$ cat src/rtl/util_uart_pkg.sv
// Shared definitions for the UART receiver: the FSM state encoding and the
// parity_type selector values.
package util_uart_pkg;

    localparam int PARITY_EVEN = 0;
    localparam int PARITY_ODD  = 1;

    typedef enum logic [2:0] {
        ST_IDLE      = 3'd0,
        ST_START     = 3'd1,
        ST_DATA      = 3'd2,
        ST_PARITY    = 3'd3,
        ST_STOP      = 3'd4,
        ST_WAIT_IDLE = 3'd5
    } uart_state_e;

endpackage

$ cat src/rtl/util_sync_2ff.sv
// Two-flop synchronizer for a single asynchronous bit; both flops reset to
// RESET_VAL so an idle-high line looks idle straight out of reset.
module util_sync_2ff #(
    parameter logic RESET_VAL = 1'b1
) (
    input  logic clk,
    input  logic rst_n,
    input  logic d_i,
    output logic q_o
);

    logic meta_q;
    logic sync_q;

    always_ff @(posedge clk or negedge rst_n) begin
        if (!rst_n) begin
            meta_q <= RESET_VAL;
            sync_q <= RESET_VAL;
        end else begin
            meta_q <= d_i;
            sync_q <= meta_q;
        end
    end

    assign q_o = sync_q;

endmodule

$ cat src/rtl/util_axis_uart_rx.sv
// UART receiver with an AXI-Stream master output and one-cycle error pulses.
// Define UTIL_AXIS_UART_RX_PARITY_EN to receive a parity bit after the data bits.
module util_axis_uart_rx
    import util_uart_pkg::*;
#(
    parameter int baud_clock_speed = 100000000,
    parameter int baud_rate        = 115200,
    parameter int parity_type      = 0,
    parameter int stop_bits        = 1,
    parameter int data_bits        = 8
) (
    input  logic                 aclk,
    input  logic                 arstn,
    input  logic                 rx,
    output logic [data_bits-1:0] m_axis_tdata,
    output logic                 m_axis_tvalid,
    input  logic                 m_axis_tready,
    output logic                 parity_err,
    output logic                 frame_err,
    output logic                 overrun_err
);

    localparam int CLKS_PER_BIT = baud_clock_speed / baud_rate;
    localparam int CNT_W        = $clog2(CLKS_PER_BIT) + 1;
    localparam int BIT_W        = 4;

    localparam logic [CNT_W-1:0] CNT_FULL  = CNT_W'(CLKS_PER_BIT);
    localparam logic [CNT_W-1:0] CNT_HALF  = CNT_W'(CLKS_PER_BIT / 2);
    localparam logic [CNT_W-1:0] CNT_ONE   = CNT_W'(1);
    localparam logic [BIT_W-1:0] BIT_ONE   = BIT_W'(1);
    localparam logic [BIT_W-1:0] LAST_DATA = BIT_W'(data_bits - 1);
    localparam logic [BIT_W-1:0] LAST_STOP = BIT_W'(stop_bits - 1);

    generate
        if (data_bits < 5 || data_bits > 8) begin : g_chk_data_bits
            $error("util_axis_uart_rx: data_bits must be 5..8");
        end
        if (stop_bits < 1 || stop_bits > 2) begin : g_chk_stop_bits
            $error("util_axis_uart_rx: stop_bits must be 1 or 2");
        end
        if (parity_type != PARITY_EVEN && parity_type != PARITY_ODD) begin : g_chk_parity
            $error("util_axis_uart_rx: parity_type must be 0 or 1");
        end
        if (CLKS_PER_BIT < 4) begin : g_chk_baud
            $error("util_axis_uart_rx: clock too slow for baud_rate");
        end
    endgenerate

    logic                 rx_s;
    logic                 rx_prev_q;
    uart_state_e          state_q;
    uart_state_e          state_d;
    logic [CNT_W-1:0]     cnt_q;
    logic [CNT_W-1:0]     cnt_d;
    logic [BIT_W-1:0]     bit_q;
    logic [BIT_W-1:0]     bit_d;
    logic [data_bits-1:0] shift_q;
    logic [data_bits-1:0] shift_d;
    logic [data_bits-1:0] tdata_q;
    logic [data_bits-1:0] tdata_d;
    logic                 tvalid_q;
    logic                 tvalid_d;
    logic                 ferr_q;
    logic                 ferr_d;
    logic                 ovr_q;
    logic                 ovr_d;
    logic                 tick;
    logic                 start_edge;
    logic                 word_done;

`ifdef UTIL_AXIS_UART_RX_PARITY_EN
    localparam logic PAR_ODD = (parity_type == PARITY_ODD);

    logic par_bad_q;
    logic par_bad_d;
    logic perr_q;
    logic perr_d;
`endif

    util_sync_2ff #(
        .RESET_VAL(1'b1)
    ) u_rx_sync (
        .clk  (aclk),
        .rst_n(arstn),
        .d_i  (rx),
        .q_o  (rx_s)
    );

    // The counter holds the cycles left in the current interval, so an
    // interval of N cycles expires on the cycle it reads 1.
    assign tick       = (cnt_q <= CNT_ONE);
    assign start_edge = rx_prev_q & ~rx_s;

    always_ff @(posedge aclk or negedge arstn) begin
        if (!arstn) begin
            state_q <= ST_IDLE;
        end else begin
            state_q <= state_d;
        end
    end

    always_comb begin
        state_d = state_q;
        case (state_q)
            ST_IDLE: begin
                if (start_edge) begin
                    state_d = ST_START;
                end
            end
            ST_START: begin
                if (tick) begin
                    state_d = rx_s ? ST_IDLE : ST_DATA;
                end
            end
            ST_DATA: begin
                if (tick && bit_q == LAST_DATA) begin
`ifdef UTIL_AXIS_UART_RX_PARITY_EN
                    state_d = ST_PARITY;
`else
                    state_d = ST_STOP;
`endif
                end
            end
`ifdef UTIL_AXIS_UART_RX_PARITY_EN
            ST_PARITY: begin
                if (tick) begin
                    state_d = ST_STOP;
                end
            end
`endif
            ST_STOP: begin
                if (tick) begin
                    if (!rx_s) begin
                        state_d = ST_WAIT_IDLE;
                    end else if (bit_q == LAST_STOP) begin
                        state_d = ST_IDLE;
                    end
                end
            end
            ST_WAIT_IDLE: begin
                if (tick && rx_s) begin
                    state_d = ST_IDLE;
                end
            end
            default: state_d = ST_IDLE;
        endcase
    end

    always_comb begin
        cnt_d     = cnt_q;
        bit_d     = bit_q;
        shift_d   = shift_q;
        tdata_d   = tdata_q;
        tvalid_d  = tvalid_q;
        ferr_d    = 1'b0;
        ovr_d     = 1'b0;
        word_done = 1'b0;
`ifdef UTIL_AXIS_UART_RX_PARITY_EN
        par_bad_d = par_bad_q;
        perr_d    = 1'b0;
`endif
        case (state_q)
            ST_IDLE: begin
                if (start_edge) begin
                    cnt_d = CNT_HALF;
                    bit_d = '0;
                end
            end
            ST_START: begin
                cnt_d = tick ? CNT_FULL : cnt_q - CNT_ONE;
            end
            ST_DATA: begin
                if (tick) begin
                    cnt_d   = CNT_FULL;
                    shift_d = {rx_s, shift_q[data_bits-1:1]};
                    bit_d   = (bit_q == LAST_DATA) ? '0 : bit_q + BIT_ONE;
                end else begin
                    cnt_d = cnt_q - CNT_ONE;
                end
            end
`ifdef UTIL_AXIS_UART_RX_PARITY_EN
            ST_PARITY: begin
                if (tick) begin
                    cnt_d     = CNT_FULL;
                    par_bad_d = rx_s ^ (^shift_q) ^ PAR_ODD;
                end else begin
                    cnt_d = cnt_q - CNT_ONE;
                end
            end
`endif
            ST_STOP: begin
                if (tick) begin
                    cnt_d = CNT_FULL;
                    if (!rx_s) begin
                        ferr_d = 1'b1;
                        bit_d  = '0;
                    end else if (bit_q == LAST_STOP) begin
                        word_done = 1'b1;
                        bit_d     = '0;
                    end else begin
                        bit_d = bit_q + BIT_ONE;
                    end
                end else begin
                    cnt_d = cnt_q - CNT_ONE;
                end
            end
            ST_WAIT_IDLE: begin
                // Any low sample restarts the full idle bit period.
                if (!rx_s) begin
                    cnt_d = CNT_FULL;
                end else if (!tick) begin
                    cnt_d = cnt_q - CNT_ONE;
                end
            end
            default: begin
                cnt_d = '0;
                bit_d = '0;
            end
        endcase

        // A held word accepted on this edge makes room for the new one.
        if (word_done) begin
            if (!tvalid_q || m_axis_tready) begin
                tvalid_d = 1'b1;
                tdata_d  = shift_q;
`ifdef UTIL_AXIS_UART_RX_PARITY_EN
                perr_d   = par_bad_q;
`endif
            end else begin
                ovr_d = 1'b1;
            end
        end else if (tvalid_q && m_axis_tready) begin
            tvalid_d = 1'b0;
        end
    end

    always_ff @(posedge aclk or negedge arstn) begin
        if (!arstn) begin
            rx_prev_q <= 1'b1;
            cnt_q     <= '0;
            bit_q     <= '0;
            shift_q   <= '0;
            tdata_q   <= '0;
            tvalid_q  <= 1'b0;
            ferr_q    <= 1'b0;
            ovr_q     <= 1'b0;
        end else begin
            rx_prev_q <= rx_s;
            cnt_q     <= cnt_d;
            bit_q     <= bit_d;
            shift_q   <= shift_d;
            tdata_q   <= tdata_d;
            tvalid_q  <= tvalid_d;
            ferr_q    <= ferr_d;
            ovr_q     <= ovr_d;
        end
    end

`ifdef UTIL_AXIS_UART_RX_PARITY_EN
    always_ff @(posedge aclk or negedge arstn) begin
        if (!arstn) begin
            par_bad_q <= 1'b0;
            perr_q    <= 1'b0;
        end else begin
            par_bad_q <= par_bad_d;
            perr_q    <= perr_d;
        end
    end

    assign parity_err = perr_q;
`else
    assign parity_err = 1'b0;
`endif

    assign m_axis_tdata  = tdata_q;
    assign m_axis_tvalid = tvalid_q;
    assign frame_err     = ferr_q;
    assign overrun_err   = ovr_q;

endmodule

$ cat config.mk
export PLATFORM = sky130hd
export DESIGN_NAME = util_axis_uart_rx
export DESIGN_NICKNAME = d
export VERILOG_FILES = /design/src/rtl/util_uart_pkg.sv /design/src/rtl/util_sync_2ff.sv /design/src/rtl/util_axis_uart_rx.sv
export SDC_FILE = /design/constraint.sdc
export NUM_CORES = 1
export LEC_CHECK = 0
export ABC_CLOCK_PERIOD_IN_PS = 5060
export CORE_MARGIN = 3
export CORE_UTILIZATION = 50
export DETAILED_ROUTE_END_ITERATION = 8
export DONT_BUFFER_PORTS = 1
export SETUP_SLACK_MARGIN = 0.2
export SYNTH_ARGS = -nofsm -noshare
export SYNTH_HDL_FRONTEND = slang
export SYNTH_SLANG_ARGS = --single-unit
$ cat constraint.sdc
create_clock -name aclk -period 5.06 [get_ports aclk]
set_clock_uncertainty 0.2 [all_clocks]
set_input_delay 1.012 -clock aclk [delete_from_list [all_inputs] [get_ports aclk]]
set_output_delay 1.012 -clock aclk [all_outputs]
set_load 0.005 [all_outputs]
==> results.py <==
metrics = {
    "logic_synthesis": {
        "yosysWarnings": 0,
        "yosysSeqAreaShare_pct": 45.6,
        "avgSynthCellArea_um2": 10.1,
        "async_reset_ff_share_pct": 100,
        "synth_edf_count": 0,
        "synth_area_um2": 2200,
        "synth_seq_cells": 40,
        "synth.area.mux_share_pct": 9.55,
        "synth-compound-area-share_pct": 15.2,
        "synthFlopType": "dfrtp_1",
        "synth_cells": 218,
        "yosys.area_share.simple_pct": 22.4,
        "ys_types": 50,
        "synth_top_family_by_area": "simple AND/OR/NAND/NOR gates",
        "synth-adder-area-share_pct": 2.27,
        "syn_nets": 226,
        "synth_xor_area_share_pct": 0.398,
    },
    "global_route": {
        "met1_usage_pct": 24.7,
        "top_usage_layer": "met2",
        "grt_pass1_wl_um": 7880,
        "globalRouteOverflowTotal": 0,
        "grt_usage_pct": 19.4,
        "use_met2_pct": 30.7,
        "met3_usage_pct": 4.99,
        "grt_max_degree": 41,
        "antenna_found_initial": 0,
        "first_global_vias": 1684,
    },
    "detailed_routing": {
        "dr.pass1.iters": 5,
        "drt_iter0_drc": 113,
        "viasPerCell": 6.22,
        "wire_per_inst_um": 17.4,
        "drt.antenna.violating_nets": 0,
        "drcViolationCount": 0,
        "wirelength_um": 4620,
        "vias": 1649,
    },
    "final_layout": {
        "layout-drive-gt1-share_pct": 18.6,
        "syn_to_final_growth_pct": 5.00,
        "antenna_cells": 0,
        "multiInputGateArea_um2": 1100,
        "nNetsFinal": 222,
        "num-fill-cells": 364,
        "fin_cells": 265,
        "fin_util_pct": 56.2,
        "seq_area_um2": 1000,
    },
    "critical_path": {
        "startpoint": "cnt_q[4]$_DFFE_PN0P_",
        "cp.arrival_ps": 2900,
        "crit_path_start_kind": "flop",
        "cp_max_fo": 11,
        "rr_startpoint": "cnt_q[4]$_DFFE_PN0P_",
        "worstPathRequired_ps": 5040,
        "crit_type": "flop to flop",
        "endpoint_kind": "flop",
    },
    "worst_hold_path": {
        "hold_path_class": "flop to flop",
        "min_from": "u_rx_sync.meta_q$_DFF_PN1_",
    },
    "die": {
        "io_pins": 16,
        "start_util_pct": 53.5,
        "die_y_um": 72.4,
        "dieArea_um2": 5240,
        "num_rows": 23,
        "core_area_um2": 4120,
        "chipWidth_um": 72.4,
    },
    "place": {
        "dp_hpwl_um": 3310,
        "gp_congestion": 0.878,
        "place_inst": 257,
        "port_buffers": 0,
    },
    "sta": {
        "drv_slew": 0,
        "setup_tns_ps": 0,
        "post-route-period-util_pct": 57.7,
        "rsz0062_at_grt": "false",
        "period_needed_ps": 2920,
        "slew_headroom_pct": 48.1,
        "max_freq_mhz": 343,
        "timing.final.hold_violations": 0,
        "final-setup-viol-count": 0,
        "worst_pin_slew_ps": 779,
    },
    "clock_network": {
        "ctsHoldBuffers": 0,
        "clock_sinks": 40,
        "clk_latency_ps": 290,
        "numCtsBuffers": 5,
        "cts_setup_buffers": 0,
        "path_clk_slew_ps": 80,
        "htreeDepth": 2,
        "cts_max_path_buffers": 2,
        "clockRootBuffer": "clkbuf_8",
        "post_cts_resized": 0,
        "cts_tree": "done",
    },
    "pwr": {
        "p_leak_uw": 0.00104,
        "p_per_area_nw_per_um2": 450,
        "peakVddDrop_mv": 0.202,
    },
    "run": {
        "maxCapViolCount": 0,
    },
    "status": {
        "status": "completed",
    },
}
==> area by class of cell <==
type,count,share of cell area (%)
tap,50,2.71
multi-input combinational,158,47.6
clock inverter,3,1.84
clock buffer,5,2.98
inverter,9,1.46
sequential,40,43.5
==> state kept, by name, indices dropped and copies added (netlist names) <==
signal and flops:
m_axis_tdata 8, state_q 3, rx_prev_q 1, overrun_err 1, bit_q 4, frame_err 1
shift_q 8, cnt_q 11, u_rx_sync.meta_q 1, u_rx_sync.q_o 1, m_axis_tvalid 1
==> placed cells by master (no fill, tap or decap), types with 3 or more instances in the layout <==
cell type and n:
mux2_2 8, a21oi_1 10, o31ai_1 3, or3_1 3, inv_1 9, a31oi_1 7, clkbuf_8 5, nor3_1 5
dfstp_2 3, nor2_1 12, nand2_1 27, dfrtp_1 37, nor2b_1 3, ha_1 4, nand3b_1 3, nand3_1 10
nand4_1 3, o21ai_0 17, mux2_4 8
==> worst paths after layout <==
| kind | to | slack [ps] | depth (start not counted) |
|---|---|---|---|
| min reg2reg | u_rx_sync.q_o$_DFF_PN1_ | 160 | 0 |
| max | m_axis_tdata[1]$_DFFE_PN0P_ | 2140 | 5 |
| max in group asynchronous | rx_prev_q$_DFF_PN1_ | 4280 | 0 |
| min in group asynchronous | m_axis_tdata[7]$_DFFE_PN0P_ | 210 | 0 |
| min | u_rx_sync.q_o$_DFF_PN1_ | 160 | 0 |
| max reg2reg | m_axis_tdata[1]$_DFFE_PN0P_ | 2140 | 5 |
==> metrics by stage <==
stage                     hold slack, ps  total power, uW  setup slack, ps  cell area, um2
after detailed placement             147              779             2170            2200
final                                157             1040             2140            2310
after floorplan                      145              702             2760            2200
after global placement               146              766             2280            2200
after global routing                 162             1110             1970            2310
after CTS                            158             1040             2140            2310
==> per-layer routing <==
metal | routed length [um] | part of all wire, % | up-vias
li1 | - | - | 784
met1 | 2100 | 45 | 799
met2 | 2210 | 48 | 57
met3 | 214 | 4.6 | 9
met4 | 94 | 2.0 | 0
met5 | 0 | 0 | -
==> logic make-up (layout without fill, tap and decap cells) <==
kind of cell,Yosys count,count (layout)
other,1,1
adder cells (fa/ha/maj),4,4
AO/OA/AOI/OAI,52,52
AND/OR/NAND/NOR,84,84
multiplexers,16,16
buffers and inverters,20,17
flip-flops,40,40
XOR/XNOR,1,1
==> report_power, final <==
part	internal, uW	switching [uW]	leakage [uW]
Sequential	365	81.4	0.000529
Combinational	130	206	0.000457
Clock	146	112	0.0000541
Total	640	400	0.00104
==> Yosys cell counts, types with 3 or more instances <==
library cell	n	area share, %
mux2_4	8	5.5
o31ai_1	3	1.0
dfstp_2	3	3.6
o21ai_0	17	3.9
or3_1	3	0.85
ha_1	4	2.3
inv_1	9	1.5
nand2_1	27	4.6
mux2_2	8	4.1
nor2_1	12	2.0
a31oi_1	7	2.0
nand3b_1	3	1.0
clkbuf_1	7	1.2
nor3_1	5	1.1
a21oi_1	10	2.3
nor2b_1	3	0.85
dfrtp_1	37	42
nand3_1	10	2.3
nand4_1	3	0.85
==> critical path: stages (launching register included) <==
cell,delay (ps)
dfrtp_1,430
nor4_4,630
nand4b_4,260
or3_4,460
nor2b_2,470
mux2_4,350
Note: power is estimated with default switching activity, not from simulation.
